[src/rtl/uart_print_fifo.sv]
// uart_print_fifo
//   Byte FIFO between the core print port and an 8-bit UART transmitter.
//   Print writes are absorbed at core speed and drained one byte at a time
//   through a start/busy/done handshake. Fill level and a sticky overflow
//   flag with a saturating drop counter are reported for software/LEDs.
//
// Ports
//   clk_i          clock (shared with the UART)
//   rst_ni         asynchronous active-low reset
//   print_valid_i  one-cycle write strobe; print_wdata_i[7:0] is the byte
//   tx_start_o     one-cycle start pulse to the UART
//   tx_data_o      byte to the UART, stable from start until done
//   tx_busy_i      UART transmitting
//   tx_done_i      UART finished a byte (pulse)
//   empty_o/full_o/level_o   occupancy, derived from the registered pointers
//   overflow_o     sticky, set on the first dropped byte
//   drop_count_o   saturating count of dropped bytes
//
// Optional build macro
//   UART_PRINT_CRLF_EN : a popped 8'h0A is sent as 8'h0D followed by 8'h0A
//                        (the 8'h0A is replayed from a flag, not re-popped).
module uart_print_fifo #(
   parameter int DEPTH      = 16,
   parameter int DROP_CNT_W = 16
) (
   input  logic                    clk_i,
   input  logic                    rst_ni,
   input  logic                    print_valid_i,
   input  logic [31:0]             print_wdata_i,
   output logic                    tx_start_o,
   output logic [7:0]              tx_data_o,
   input  logic                    tx_busy_i,
   input  logic                    tx_done_i,
   output logic                    empty_o,
   output logic                    full_o,
   output logic [$clog2(DEPTH):0]  level_o,
   output logic                    overflow_o,
   output logic [DROP_CNT_W-1:0]   drop_count_o
);

   localparam int AW = $clog2(DEPTH);
   localparam int PW = AW + 1;
   localparam logic [PW-1:0]         PTR_ONE  = {{(PW-1){1'b0}}, 1'b1};
   localparam logic [DROP_CNT_W-1:0] DROP_ONE = {{(DROP_CNT_W-1){1'b0}}, 1'b1};
   localparam logic [DROP_CNT_W-1:0] DROP_MAX = {DROP_CNT_W{1'b1}};

   typedef enum logic [2:0] {
      ST_IDLE      = 3'd0,
      ST_START     = 3'd1,
      ST_WAIT_BUSY = 3'd2,
      ST_WAIT_DONE = 3'd3
`ifdef UART_PRINT_CRLF_EN
      ,
      ST_CR_PEND   = 3'd4
`endif
   } state_e;

   state_e                  state_r;
   state_e                  state_s;
   state_e                  fin_state_s;
   logic [7:0]              mem_r [DEPTH];
   logic [PW-1:0]           wr_ptr_r;
   logic [PW-1:0]           rd_ptr_r;
   logic [7:0]              tx_data_r;
   logic                    tx_start_r;
   logic                    overflow_r;
   logic [DROP_CNT_W-1:0]   drop_cnt_r;
   logic                    empty_s;
   logic                    full_s;
   logic [7:0]              head_s;
   logic                    pop_s;
   logic                    push_s;
   logic                    drop_s;
   logic                    load_s;
   logic [7:0]              load_data_s;
   logic                    unused_wdata_s;
`ifdef UART_PRINT_CRLF_EN
   logic                    lf_pend_r;
   logic                    set_lf_s;
   logic                    clr_lf_s;
`endif

   assign unused_wdata_s = ^print_wdata_i[31:8];

   assign empty_s = (wr_ptr_r == rd_ptr_r);
   // Extra pointer MSB distinguishes full from empty when the slot indices match.
   assign full_s  = (wr_ptr_r[AW] != rd_ptr_r[AW]) &&
                    (wr_ptr_r[AW-1:0] == rd_ptr_r[AW-1:0]);
   assign head_s  = mem_r[rd_ptr_r[AW-1:0]];

   // A pop frees a slot in the same cycle, so a push while full is still accepted then.
   assign push_s  = print_valid_i && (!full_s || pop_s);
   assign drop_s  = print_valid_i && full_s && !pop_s;

   assign tx_start_o   = tx_start_r;
   assign tx_data_o    = tx_data_r;
   assign empty_o      = empty_s;
   assign full_o       = full_s;
   assign level_o      = wr_ptr_r - rd_ptr_r;
   assign overflow_o   = overflow_r;
   assign drop_count_o = drop_cnt_r;

   // Where the FSM goes once the UART has finished the current byte.
   always_comb begin
      fin_state_s = ST_IDLE;
`ifdef UART_PRINT_CRLF_EN
      if (lf_pend_r) begin
         fin_state_s = ST_CR_PEND;
      end else begin
         fin_state_s = ST_IDLE;
      end
`endif
   end

   // Next-state and handshake decode.
   always_comb begin
      state_s     = state_r;
      pop_s       = 1'b0;
      load_s      = 1'b0;
      load_data_s = head_s;
`ifdef UART_PRINT_CRLF_EN
      set_lf_s    = 1'b0;
      clr_lf_s    = 1'b0;
`endif
      case (state_r)
         ST_IDLE: begin
            if (!empty_s && !tx_busy_i) begin
               pop_s   = 1'b1;
               load_s  = 1'b1;
               state_s = ST_START;
`ifdef UART_PRINT_CRLF_EN
               if (head_s == 8'h0A) begin
                  load_data_s = 8'h0D;
                  set_lf_s    = 1'b1;
               end else begin
                  load_data_s = head_s;
               end
`endif
            end else begin
               state_s = ST_IDLE;
            end
         end
         ST_START: begin
            state_s = ST_WAIT_BUSY;
         end
         ST_WAIT_BUSY: begin
            if (tx_busy_i) begin
               state_s = ST_WAIT_DONE;
            end else if (tx_done_i) begin
               // UART finished without a visible busy cycle.
               state_s = fin_state_s;
            end else begin
               state_s = ST_WAIT_BUSY;
            end
         end
         ST_WAIT_DONE: begin
            if (tx_done_i || !tx_busy_i) begin
               state_s = fin_state_s;
            end else begin
               state_s = ST_WAIT_DONE;
            end
         end
`ifdef UART_PRINT_CRLF_EN
         ST_CR_PEND: begin
            // Replay the LF that triggered the CR, without touching the FIFO.
            if (!tx_busy_i) begin
               load_s      = 1'b1;
               load_data_s = 8'h0A;
               clr_lf_s    = 1'b1;
               state_s     = ST_START;
            end else begin
               state_s = ST_CR_PEND;
            end
         end
`endif
         default: begin
            state_s = ST_IDLE;
         end
      endcase
   end

   // FSM state register.
   always_ff @(posedge clk_i or negedge rst_ni) begin
      if (!rst_ni) begin
         state_r <= ST_IDLE;
      end else begin
         state_r <= state_s;
      end
   end

   // FIFO storage; pointers define validity, so the array itself needs no reset.
   always_ff @(posedge clk_i) begin
      if (push_s) begin
         mem_r[wr_ptr_r[AW-1:0]] <= print_wdata_i[7:0];
      end
   end

   // Read/write pointers, wrapping naturally modulo 2*DEPTH.
   always_ff @(posedge clk_i or negedge rst_ni) begin
      if (!rst_ni) begin
         wr_ptr_r <= {PW{1'b0}};
         rd_ptr_r <= {PW{1'b0}};
      end else begin
         if (push_s) begin
            wr_ptr_r <= wr_ptr_r + PTR_ONE;
         end
         if (pop_s) begin
            rd_ptr_r <= rd_ptr_r + PTR_ONE;
         end
      end
   end

   // UART-facing outputs; data only changes when a new byte is launched.
   always_ff @(posedge clk_i or negedge rst_ni) begin
      if (!rst_ni) begin
         tx_start_r <= 1'b0;
         tx_data_r  <= 8'h00;
      end else begin
         tx_start_r <= (state_s == ST_START);
         if (load_s) begin
            tx_data_r <= load_data_s;
         end
      end
   end

   // Sticky overflow flag and saturating drop counter.
   always_ff @(posedge clk_i or negedge rst_ni) begin
      if (!rst_ni) begin
         overflow_r <= 1'b0;
         drop_cnt_r <= {DROP_CNT_W{1'b0}};
      end else if (drop_s) begin
         overflow_r <= 1'b1;
         if (drop_cnt_r != DROP_MAX) begin
            drop_cnt_r <= drop_cnt_r + DROP_ONE;
         end
      end
   end

`ifdef UART_PRINT_CRLF_EN
   // Remembers that an LF still has to follow the CR currently on the wire.
   always_ff @(posedge clk_i or negedge rst_ni) begin
      if (!rst_ni) begin
         lf_pend_r <= 1'b0;
      end else if (set_lf_s) begin
         lf_pend_r <= 1'b1;
      end else if (clr_lf_s) begin
         lf_pend_r <= 1'b0;
      end
   end
`endif

endmodule

[config.mk]
export PLATFORM = sky130hd
export DESIGN_NAME = uart_print_fifo
export DESIGN_NICKNAME = d
export VERILOG_FILES = /design/src/rtl/uart_print_fifo.sv
export SDC_FILE = /design/constraint.sdc
export NUM_CORES = 1
export LEC_CHECK = 0
export BUFFER_PORTS_ARGS = -buffer_cell sky130_fd_sc_hd__buf_2
export CORE_MARGIN = 2
export CORE_UTILIZATION = 25
export DETAILED_ROUTE_END_ITERATION = 7
export SYNTH_ARGS = -nofsm -noshare
export SYNTH_HDL_FRONTEND = slang
export SYNTH_SLANG_ARGS = --single-unit
[constraint.sdc]
create_clock -name clk_i -period 3.6 [get_ports clk_i]
set_input_delay 0.72 -clock clk_i [delete_from_list [all_inputs] [get_ports clk_i]]
set_output_delay 0.72 -clock clk_i [all_outputs]
set_load 0.1 [all_outputs]
==> results of run 1 <==
==> layer usage <==
metal,routed length [microns],up-vias
met5,0,-
met4,149,0
met3,878,9
met2,6870,113
met1,6880,1988
li1,-,1702
==> power groups by stage <==
stage | sequential [mW] | combinational (mW) | clock, mW
after global routing | 2.54 | 3.64 | 1.92
final | 2.51 | 3.44 | 1.82
after global placement | 2.54 | 3.43 | 0
after floorplan | 2.97 | 2.10 | 0
after detailed placement | 2.55 | 3.47 | 0
after CTS | 2.52 | 3.48 | 1.85
==> cell usage in the layout, fill, tap and decap left out, types with 5 or more instances in the layout <==
master,netlist,routed
nand4_1,13,13
buf_4,2,21
buf_2,9,40
nor2_1,31,31
nand2_1,13,13
dfrtp_1,38,37
inv_6,0,8
edfxtp_1,128,128
ha_1,10,10
inv_1,10,10
clkbuf_16,0,17
o21ai_0,11,11
a21oi_1,10,10
xor2_1,5,5
mux4_2,32,32
mux2i_1,8,8
a22o_1,8,8
nor3_1,9,9
xnor2_1,23,21
buf_12,0,5
==> registers in the layout, indices dropped and copies added (netlist names) <==
register	count
drop_count_o	16
mem_r	128
overflow_o	1
rd_ptr_r	5
state_r	2
tx_data_o	8
tx_start_o	1
wr_ptr_r	5
==> cell families (layout without fill, tap and decap cells) <==
| kind of cell | after synthesis | count (layout) | synth area share |
|---|---|---|---|
| DFF | 166 | 166 | 0.699 |
| and+or+nand+nor | 87 | 87 | 0.0650 |
| AOI/OAI and AO/OA | 41 | 41 | 0.0394 |
| muxes | 41 | 41 | 0.119 |
| buffers and inverters | 30 | 110 | 0.0203 |
| xor gates and xnor gates | 28 | 28 | 0.0358 |
| adders and majority gates | 11 | 11 | 0.0212 |
==> how the worst max path moves through the flow <==
stage	depth (start not counted)	start	to
5_1_grt	6	rd_ptr_r[2]	level_o[4]
2_1_floorplan	5	rd_ptr_r[2]	level_o[2]
3_3_place_gp	6	rd_ptr_r[2]	mem_r[15][5]
3_5_place_dp	6	rd_ptr_r[2]	mem_r[15][5]
4_1_cts	6	rd_ptr_r[2]	level_o[4]
6_report	5	rd_ptr_r[2]	empty_o
==> per-stage QoR <==
stage / instance area, sq um / setup slack [ns] / instances
after global placement: 7660 / 0.839 / 793
after detailed placement: 7660 / 0.785 / 793
after floorplan: 6870 / 0.0209 / 404
after CTS: 8250 / 0.436 / 825
after global routing: 8250 / 0.303 / 825
final: 8250 / 0.500 / 825
==> final cells by class <==
type / instances / area share
tap: 341 / 0.0517
sequential: 166 / 0.581
clock inverter: 15 / 0.0199
inverter: 12 / 0.00546
multi-input combinational: 208 / 0.235
timing repair buffer: 66 / 0.0555
clock buffer: 17 / 0.0516
==> impl_results.md, run 1 <==
- EDFF count, synth: 128
- Crit path capture type: output port
- Post-synth ARST share: 0.229
- Layout fillers: 2590
- WP buf/inv: 2
- Worst slew margin: 0.394
- Clk pin slew, worst setup/hold paths: 0.07 ns
- Crit path DAT: 2.38 ns
- NumNets Final: 519
- Port Buf Inserts: 45
- Sequential standard cell area: 4800 sq um
- Post-synthesis sequential area ratio: 0.699
- Largest area contributor in the netlist: edfxtp_1
- Final ANT Viol Nets: 0
- Tot Pwr: 7.77 mW
- Grt peak-use layer: met2
- Leak Pwr: 3.01 nW
- CP Launch Type: register
- DRT iter0 DRCs: 339
- Met2 GRT Util: 0.175
- Sw Pwr: 3.27 mW
- Share of cells above drive strength 1: 0.293
- Flops & latches, synth: 166
- Die Y: 170 microns
- Global routing usage on met1: 0.146
- Syn Area/Cell: 17.0 sq um
- Clock Power Share: 0.234
- Min-delay worst type: in2async
- Switching share of total power: 0.421
- RSZ-0062 raised after global routing: false
- Syn-to-layout area delta: 20.4%
- Crit path largest cell delay: 0.49 ns
- Comb pwr share: 0.442
- Clock latency on the worst-skew pair: 0.42 ns
- Drt wl/cell: 17.9 microns
- H-tree depth: 4
- DRC Markers: 0
- Final WL: 14800 microns
- Register share of total power: 0.324
- Period utilization: 0.861
- Cts hold-fix bufs: 0
- Critical path cell sequence: clkinv_1 > ha_1 > nand4_1 > nor2_1 > buf_12
- CTS max path bufs: 2
- Top cells by instance count after synthesis: edfxtp_1 (128), dfrtp_1 (38), mux4_2 (32), nor2_1 (31), xnor2_1 (23)
- Row count: 60
- Starting Density: 0.254
- Cell Int Power: 4.50 mW
- Area contributors post-synth: edfxtp_1 (56%), dfrtp_1 (14%), mux4_2 (11%)
- Worst Reg-to-Reg Cells: 6
- DIE WIDTH: 170 microns
- CP max-delay cell: ha_1
- Critical path data required time: 2.88 ns
- Post-CTS setup buffer count: 0
- Synthesized area: 6860 sq um
- Largest delay share family, worst path: simple AND/OR/NAND/NOR gates
- First-pass GRT wire length: 23100 microns
- Pre-antenna DRT Iters: 8
- Routing usage on met3: 0.0303
- Core Region: 27000 sq um
- Kind of critical path: reg2out
- Final hold vios: 0
- VDD IR-drop max: 0.614 mV
- Setup Total Neg Slack: 0 ns
- GPL Wtd Cong: 0.824
- Max cap viols: 0
- Worst flop-to-flop path endpoint: mem_r[15][0]
- GRT Util Overall: 0.109
- Post-Syn Instances: 404
- # IOs: 70
- Final Setup Violations: 0
- Fmax: 323 MHz
- YS warnings: 0
- TritonCTS clock tree: done
- Vias in the first global route: 3900
- CTS resizes: 0
- Most frequent cell after synthesis: edfxtp_1
- # clock sinks: 166
- Via count: 3812
- R2r setup slk: 0.83 ns
- Diode count: 0
- Main synth FF type: edfxtp_1
- Worst r2r src: rd_ptr_r[2]
- Final Max Slew Viols: 0
- Largest net degree at the start of global routing: 39
- Root buf cell: clkbuf_16
- Synthesized Nets: 452
- Slew @ Worst Pin: 0.909 ns
- CP max FO: 9
- Min Tclk post-route: 3.10 ns
- DPL Wire Length: 9540 microns
- Area of the multi-input gates: 1940 sq um
- Final Core Density: 0.306
- Initial antenna violation count: 0
- GRT overflow: 0
- Status: complete, no violations
- Clk_skew: 0.0116 ns
- Num CTS Buffers: 17
- PwrDens: 942 nW/um^2
- Die ar.: 28800 sq um
- Synth unique cells: 42
- Share of the synthesized area in the top cell type: 0.561
- Hold Slack: 0.426 ns
- Via/cell ratio: 4.62
(Power assumes the default switching activity.)
==> run 2, diff against run 1 <==
--- a/config.mk
+++ b/config.mk
@@ -5,10 +5,12 @@
 export SDC_FILE = /design/constraint.sdc
 export NUM_CORES = 1
 export LEC_CHECK = 0
+export ABC_AREA = 1
 export BUFFER_PORTS_ARGS = -buffer_cell sky130_fd_sc_hd__buf_2
 export CORE_MARGIN = 2
-export CORE_UTILIZATION = 25
+export CORE_UTILIZATION = 33
 export DETAILED_ROUTE_END_ITERATION = 7
+export HOLD_SLACK_MARGIN = 0.1
 export SYNTH_ARGS = -nofsm -noshare
 export SYNTH_HDL_FRONTEND = slang
 export SYNTH_SLANG_ARGS = --single-unit
==> run 2 against run 1 <==
First-iteration DRC count is 39% higher. Clock-buffer cell count grew 2. Total power increased by 1.4%. Critical path depth grew 1. Sequential power is essentially flat. Clock skew decreased by 0.0045 ns. Flip-flop and latch count unchanged. Register-to-register slack got worse by 0.11 ns. Wire length rose by 15%. Clock power fell by 9%. Maximum frequency fell by 1.1%. Synthesized cell count increased by 98%. Highest routed layer unchanged.
==> impl_results.md, run 2 <==
- DRC Markers: 0 (unchanged)
- Cts hold-fix bufs: 0 (unchanged)
- GRT Util Overall: 0.148 (+0.0389)
- Critical path data required time: 2.88 ns (about the same)
- Synth Area in Adders: 0.0189 (-0.00224)
- Comb pwr share: 0.472 (+0.030)
- Synthesized Nets: 849 (+88%)
- XOR/XNOR Fraction of Synth Area: 0.0204 (-0.0154)
- Fraction of the mapped netlist area in compound gates: 0.00946 (-0.0300)
- Final Max Slew Viols: 0 (unchanged)
- VDD IR-drop max: 0.529 mV (-14%)
- Top cells by instance count after synthesis: nand2_1 (282), edfxtp_1 (128), inv_1 (117), nand3_1 (109), dfrtp_1 (38)
- Die Y: 156 microns (-7.8%)
- Largest delay share family, worst path: flip-flops
- Grt peak-use layer: met2
- Kind of critical path: reg2out
- Flops & latches, synth: 166 (unchanged)
- # clock sinks: 166 (unchanged)
- Register share of total power: 0.318 (-0.006)
- Main synth FF type: edfxtp_1
- Root buf cell: clkbuf_16
- Switching share of total power: 0.473 (+0.0518)
- Cell Int Power: 4.15 mW (-7.7%)
- DPL Wire Length: 11000 microns (+15%)
- Share of the synthesized area in the top cell type: 0.501 (-0.0594)
- Pre-antenna DRT Iters: 5 (-3)
- # IOs: 70 (unchanged)
- EDFF count, synth: 128 (unchanged)
- RSZ-0062 raised after global routing: false
- Met2 GRT Util: 0.240 (+0.0648)
- PwrDens: 901 nW/um^2 (-4.4%)
- DRT iter0 DRCs: 471 (+39%)
- TritonCTS clock tree: done
- Min Tclk post-route: 3.13 ns (+0.0349 ns)
- CP max FO: 11 (+2)
- Max FFs per register: 128 (unchanged)
- Largest net degree at the start of global routing: 68 (+74%)
- Max cap viols: 0 (unchanged)
- Via/cell ratio: 4.63 (+0.12%)
- Crit path largest cell delay: 0.56 ns (+0.07 ns)
- First-pass GRT wire length: 27000 microns (+17%)
- Layout fillers: 2204 (-15%)
- Min-delay worst type: in2async
- Die ar.: 24500 sq um (-15%)
- Critical path cell sequence: clkinv_1 > ha_1 > nand2_1 > o21ai_0 > xor2_2 > buf_12
- Post-CTS setup buffer count: 0 (unchanged)
- GRT overflow: 0 (unchanged)
- Final Core Density: 0.385 (+0.0790)
- Diode count: 0 (unchanged)
- CP Launch Type: register
- GPL Wtd Cong: 0.839 (+1.9%)
- Area contributors post-synth: edfxtp_1 (50%), nand2_1 (14%), dfrtp_1 (12%)
- Drt wl/cell: 15.0 microns (-16%)
- Period utilization: 0.871 (+0.00971)
- CTS resizes: 0 (unchanged)
- Worst slew margin: 0.215 (-0.179)
- Row count: 55 (-8.3%)
- Crit path DAT: 2.41 ns (+0.03 ns)
- Sw Pwr: 3.73 mW (+14%)
- Post-synth ARST share: 0.229 (unchanged)
- Vias in the first global route: 5008 (+28%)
- Fmax: 319 MHz (-1.1%)
- Pre-CTS WS: 0.691 ns (-0.0937 ns)
- Num CTS Buffers: 17 (unchanged)
- Final hold vios: 0 (unchanged)
- CP max-delay cell: dfrtp_1
- Core Region: 22700 sq um (-16%)
- Slew @ Worst Pin: 1.18 ns (+0.269 ns)
- Most frequent cell after synthesis: nand2_1
- Worst setup margin: 0.465 ns (-0.0349 ns)
- YS warnings: 0 (unchanged)
- H-tree depth: 4 (unchanged)
- Most common cell after layout, fill and taps aside: nand2_1
- Clk pin slew, worst setup/hold paths: 0.07 ns (about the same)
- Syn-to-layout area delta: 14.1%
- Final WL: 17100 microns (+15%)
- Clk_skew: 0.00712 ns (-0.00451 ns)
- Setup Total Neg Slack: 0 ns (unchanged)
- Largest family of logic cells by synthesized area: simple AND/OR/NAND/NOR gates
- Commonest cells after routing, fill and taps aside: nand2_1 (282), edfxtp_1 (128), inv_1 (116)
- WP buf/inv: 2 (unchanged)
- Routing usage on met3: 0.0313 (+0.000976)
- Post-synthesis sequential area ratio: 0.625 (-0.0741)
- Post-Syn Instances: 801 (+98%)
- NumNets Final: 889 (+71%)
- DIE WIDTH: 156 microns (-7.8%)
- Crit path capture type: output port
- Status: complete, no violations
- Via count: 5269 (+38%)
- Leak Pwr: 3.91 nW (+30%)
- Final Setup Violations: 0 (unchanged)
- Synthesized area: 7670 sq um (+12%)
- Starting Density: 0.338 (+0.0833)
- Clock latency on the worst-skew pair: 0.43 ns (about the same)
- Multiplexer share of the synthesized area: 0 (-0.119)
- Share of cells above drive strength 1: 0.117 (-0.176)
- Final ANT Viol Nets: 0 (unchanged)
- Initial antenna violation count: 0 (unchanged)
- Syn Area/Cell: 9.57 sq um (-44%)
- Synth Area in Simple Gates: 0.245 (+0.180)
- CTS max path bufs: 2 (unchanged)
- Global routing usage on met1: 0.192 (+0.0456)
- Largest area contributor in the netlist: edfxtp_1
- Port Buf Inserts: 45 (unchanged)
- Tot Pwr: 7.88 mW (+1.4%)
- Clock Power Share: 0.211 (-0.023)
- Synth unique cells: 34 (-19%)
run 2: changes by cell type after synthesis, sizes merged, moves of 5 or more:
cell    delta
nand2    +272
inv      +108
nand3    +108
mux4      -32
xnor2     -14
a21oi      -8
a22o       -8
mux2i      -8
nand4      -8
buf        +7
and3       -5
clkbuf     +5
run 2: per-layer routing:
metal / up-vias / share of wire
met2: 120 / 0.48
met1: 2479 / 0.46
li1: 2641 / -
met5: - / 0
met3: 29 / 0.041
met4: 0 / 0.027
run 2: cell type report:
cell class / count / area (sq um) / area share
Timing Repair Buffer: 51 / 330 / 0.0378
Multi-Input combinational cell: 482 / 2270 / 0.260
Clock buffer: 19 / 433 / 0.0495
Tap cell: 285 / 357 / 0.0408
Sequential cell: 166 / 4800 / 0.548
Inverter: 123 / 463 / 0.0529
Clock inverter: 13 / 97.6 / 0.0112
run 2: path summary, 6_finish.rpt:
kind,start,to,slack [ns],cells past startpoint
min in group clk_i,overflow_o,overflow_o,0.47,1
max,rd_ptr_r[3],level_o[4],0.47,6
min,rst_ni,drop_count_o[11],0.42,1
max in group asynchronous,rst_ni,rd_ptr_r[0],2.56,1
max reg2reg,rd_ptr_r[3],mem_r[4][7],0.72,9
min reg2reg,overflow_o,overflow_o,0.47,1
run 2: logic make-up (layout without fill, tap and decap cells):
kind of cell | count (synthesis) | count (layout)
simple gates | 440 | 440
buf+inv | 153 | 206
flops | 166 | 166
compound gates | 14 | 14
fa+ha+maj | 11 | 11
xor+xnor | 17 | 17
run 2: stage by stage:
step                area [sq um]  cells  hold WS [ns]
floorplan                   7680    801         0.424
global placement            8220   1107         0.452
detailed placement          8220   1107         0.453
CTS                         8750   1139         0.451
global route                8750   1139         0.486
finish                      8750   1139         0.423
run 2: power groups by stage:
stage	sequential (mW)	combinational (mW)	clock (mW)
2_1_floorplan	2.91	2.33	0
3_3_place_gp	2.53	3.70	0
3_5_place_dp	2.54	3.73	0
4_1_cts	2.50	3.74	1.69
5_1_grt	2.54	3.98	1.76
6_report	2.50	3.72	1.66
==> run 3, diff against run 2 <==
==> constraint.sdc (replaced) <==
create_clock -name clk_i -period 3.6 [get_ports clk_i]
set_input_delay 0.18 -clock clk_i [delete_from_list [all_inputs] [get_ports clk_i]]
set_output_delay 0.18 -clock clk_i [all_outputs]
set_load 0.1 [all_outputs]
==> run 3 against run 2 <==
Wire length increased by 1.7%. Critical endpoint is now mem_r[0][6]. Largest cell class unchanged. Sequential power about the same. Clock power increased by 23%. Largest power group unchanged. Sequential share of layout area decreased by 0.89 points. Hold slack worse by 0.30 ns.
==> impl_results.md, run 3 (same netlist as run 2, synthesis figures left out) <==
- Port Buf Inserts: 45 (unchanged)
- Starting Density: 0.338 (unchanged)
- Num CTS Buffers: 17 (unchanged)
- RSZ-0062 raised after global routing: false
- Root buf cell: clkbuf_16
- Die ar.: 24500 sq um (unchanged)
- Diode count: 0 (unchanged)
- Initial antenna violation count: 0 (unchanged)
- Final Max Slew Viols: 0 (unchanged)
- # IOs: 70 (unchanged)
- Largest delay share family, worst path: simple AND/OR/NAND/NOR gates
- Pre-antenna DRT Iters: 5 (unchanged)
- Status: complete, no violations
- Number of cells on the critical path: 9 (+3)
- Clock Power Share: 0.254 (+0.043)
- DRC Markers: 0 (unchanged)
- Worst Setup SP: rd_ptr_r[3]
- Crit path capture type: register
- CP max-delay cell: nor2_1
- VDD IR-drop max: 0.975 mV (+84%)
- Via/cell ratio: 4.71 (+1.7%)
- WP buf/inv: 2 (unchanged)
- Most common cell after layout, fill and taps aside: nand2_1
- Final Setup Violations: 0 (unchanged)
- Layout fillers: 2202 (-0.091%)
- Post-CTS setup buffer count: 0 (unchanged)
- Via count: 5408 (+2.6%)
- Clock latency on the worst-skew pair: 0.42 ns (about the same)
- NumNets Final: 899 (+1.1%)
- Crit path DAT: 2.80 ns (+0.39 ns)
- DRT iter0 DRCs: 477 (+1.3%)
- Min Tclk post-route: 2.75 ns (-0.389 ns)
- GRT Util Overall: 0.150 (+0.00199)
- Worst flop-to-flop path endpoint: mem_r[0][6]
- Worst slew margin: 0.194 (-0.0209)
- Clk pin slew, worst setup/hold paths: 0.06 ns (about the same)
- Largest net degree at the start of global routing: 67 (-1.5%)
- Row count: 55 (unchanged)
- Kind of critical path: reg2reg
- Sw Pwr: 3.71 mW (-0.59%)
- GRT overflow: 0 (unchanged)
- CTS max path bufs: 2 (unchanged)
- Register share of total power: 0.308 (-0.010)
- Share of cells above drive strength 1: 0.120 (+0.00327)
- R2r setup slk: 0.85 ns (+0.13 ns)
- Tot Pwr: 8.06 mW (+2.4%)
- Die Y: 156 microns (unchanged)
- Clk_skew: 0.00638 ns (-0.000742 ns)
- # clock sinks: 166 (unchanged)
- Core Region: 22700 sq um (unchanged)
- Crit path largest cell delay: 0.59 ns (+0.03 ns)
- Final hold vios: 0 (unchanged)
- Syn-to-layout area delta: 16.0%
- Cell Int Power: 4.36 mW (+5.0%)
- H-tree depth: 4 (unchanged)
- Vias in the first global route: 5046 (+0.76%)
- Pre-CTS WS: 0.851 ns (+0.160 ns)
- Worst Reg-to-Reg Cells: 9 (unchanged)
- Comb pwr share: 0.438 (-0.034)
- Leak Pwr: 4.01 nW (+2.6%)
- Max FFs per register: 128 (unchanged)
- DIE WIDTH: 156 microns (unchanged)
- GPL Wtd Cong: 0.852 (+1.5%)
- CTS resizes: 0 (unchanged)
- Slew @ Worst Pin: 1.21 ns (+0.0296 ns)
- Min-delay worst type: in2reg
- Final WL: 17300 microns (+1.7%)
- Drt wl/cell: 15.1 microns (+0.79%)
- Worst setup margin: 0.854 ns (+0.389 ns)
- Fmax: 364 MHz (+14%)
- Commonest cells after routing, fill and taps aside: nand2_1 (282), edfxtp_1 (128), inv_1 (116)
- Worst path most repeated cell: nand2_1
- Critical path data required time: 3.65 ns (+0.77 ns)
- PwrDens: 907 nW/um^2 (+0.70%)
- CP max FO: 11 (unchanged)
- TritonCTS clock tree: done
- Max cap viols: 0 (unchanged)
- Worst r2r src: rd_ptr_r[3]
- DPL Wire Length: 11000 microns (-0.32%)
- Period utilization: 0.763 (-0.108)
- CP endpoint: mem_r[0][6]
- Switching share of total power: 0.459 (-0.0137)
- Setup Total Neg Slack: 0 ns (unchanged)
- Final ANT Viol Nets: 0 (unchanged)
- CP Launch Type: register
- Critical path cell sequence: clkinv_1 > ha_1 > nand4_1 > nor2_4 > nand2_1 > nand2_2 > inv_2 > nand2_1 > nor2_1
- First-pass GRT wire length: 27500 microns (+2.1%)
## run 3: changes by cell type in the layout (fill, tap and decap cells not counted), moves of 2 or more
| cell | previous run | this run |
|---|---|---|
| buf_4 | 6 | 12 |
| bufinv_16 | 0 | 5 |
| clkinv_1 | 3 | 5 |
| clkinv_2 | 5 | 1 |
| dlygate4sd3_1 | 0 | 4 |
| buf_2 | 41 | 45 |
| clkbuf_1 | 2 | 0 |
| xor2_2 | 2 | 0 |
| xor2_1 | 6 | 8 |
| inv_8 | 1 | 5 |
| buf_12 | 4 | 0 |
| clkinvlp_4 | 3 | 0 |
## run 3: area by class of cell
cell class | instances | area (sq um) | area share
clock buffers | 17 | 425 | 0.0478
flip-flops and latches | 166 | 4800 | 0.539
clock inverters | 15 | 240 | 0.0270
inverters | 123 | 463 | 0.0521
multi-input cells | 482 | 2260 | 0.254
repair buffers | 61 | 355 | 0.0400
well taps | 285 | 357 | 0.0401
## run 3: worst min path at each step
stage	start	to	slack, ns	cells after the start
final	print_valid_i	wr_ptr_r[0]	0.12	3
after global routing	print_valid_i	wr_ptr_r[0]	0.12	3
after CTS	print_valid_i	wr_ptr_r[0]	0.11	3
after detailed placement	rst_ni	drop_count_o[11]	0.37	1
after global placement	rst_ni	drop_count_o[11]	0.37	1
after floorplan	rst_ni	drop_count_o[0]	-0.12	0
## run 3: per-stage QoR
stage	hold slack, ns	instance area [sq um]	utilization	instances
floorplan	-0.116	7670	-	801
global placement	0.366	8190	0.360	1113
detailed placement	0.368	8190	0.360	1113
CTS	0.107	8890	0.392	1149
global route	0.121	8890	0.392	1149
finish	0.120	8890	0.392	1149
## run 3: layer usage
layer,track usage,share of wire
met1,0.198,0.44
met2,0.243,0.49
met3,0.0266,0.049
met4,0.0647,0.023
met5,0,0
## run 3: worst reg2reg max path, delay by kind of cell, from the launching register on
family | cells | cell delay [ns]
buf+inv | 2 | 0.33
fa+ha+maj | 1 | 0.37
flops | 1 | 0.56
simple gates | 6 | 1.13
## run 3: power by group through the flow
stage / Combinational, mW / Sequential, mW / Clock, mW
floorplan: 2.21 / 2.91 / 0
finish: 3.53 / 2.48 / 2.05
global placement: 3.51 / 2.52 / 0
CTS: 3.55 / 2.48 / 2.08
global route: 3.81 / 2.52 / 2.15
detailed placement: 3.53 / 2.52 / 0
## run 3: what timing repair did
action | 4_1_cts | 5_1_grt
endpoints found under the hold margin | 40 | 0
hold buffers | 4 | 0
setup endpoints to repair | 0 | 0
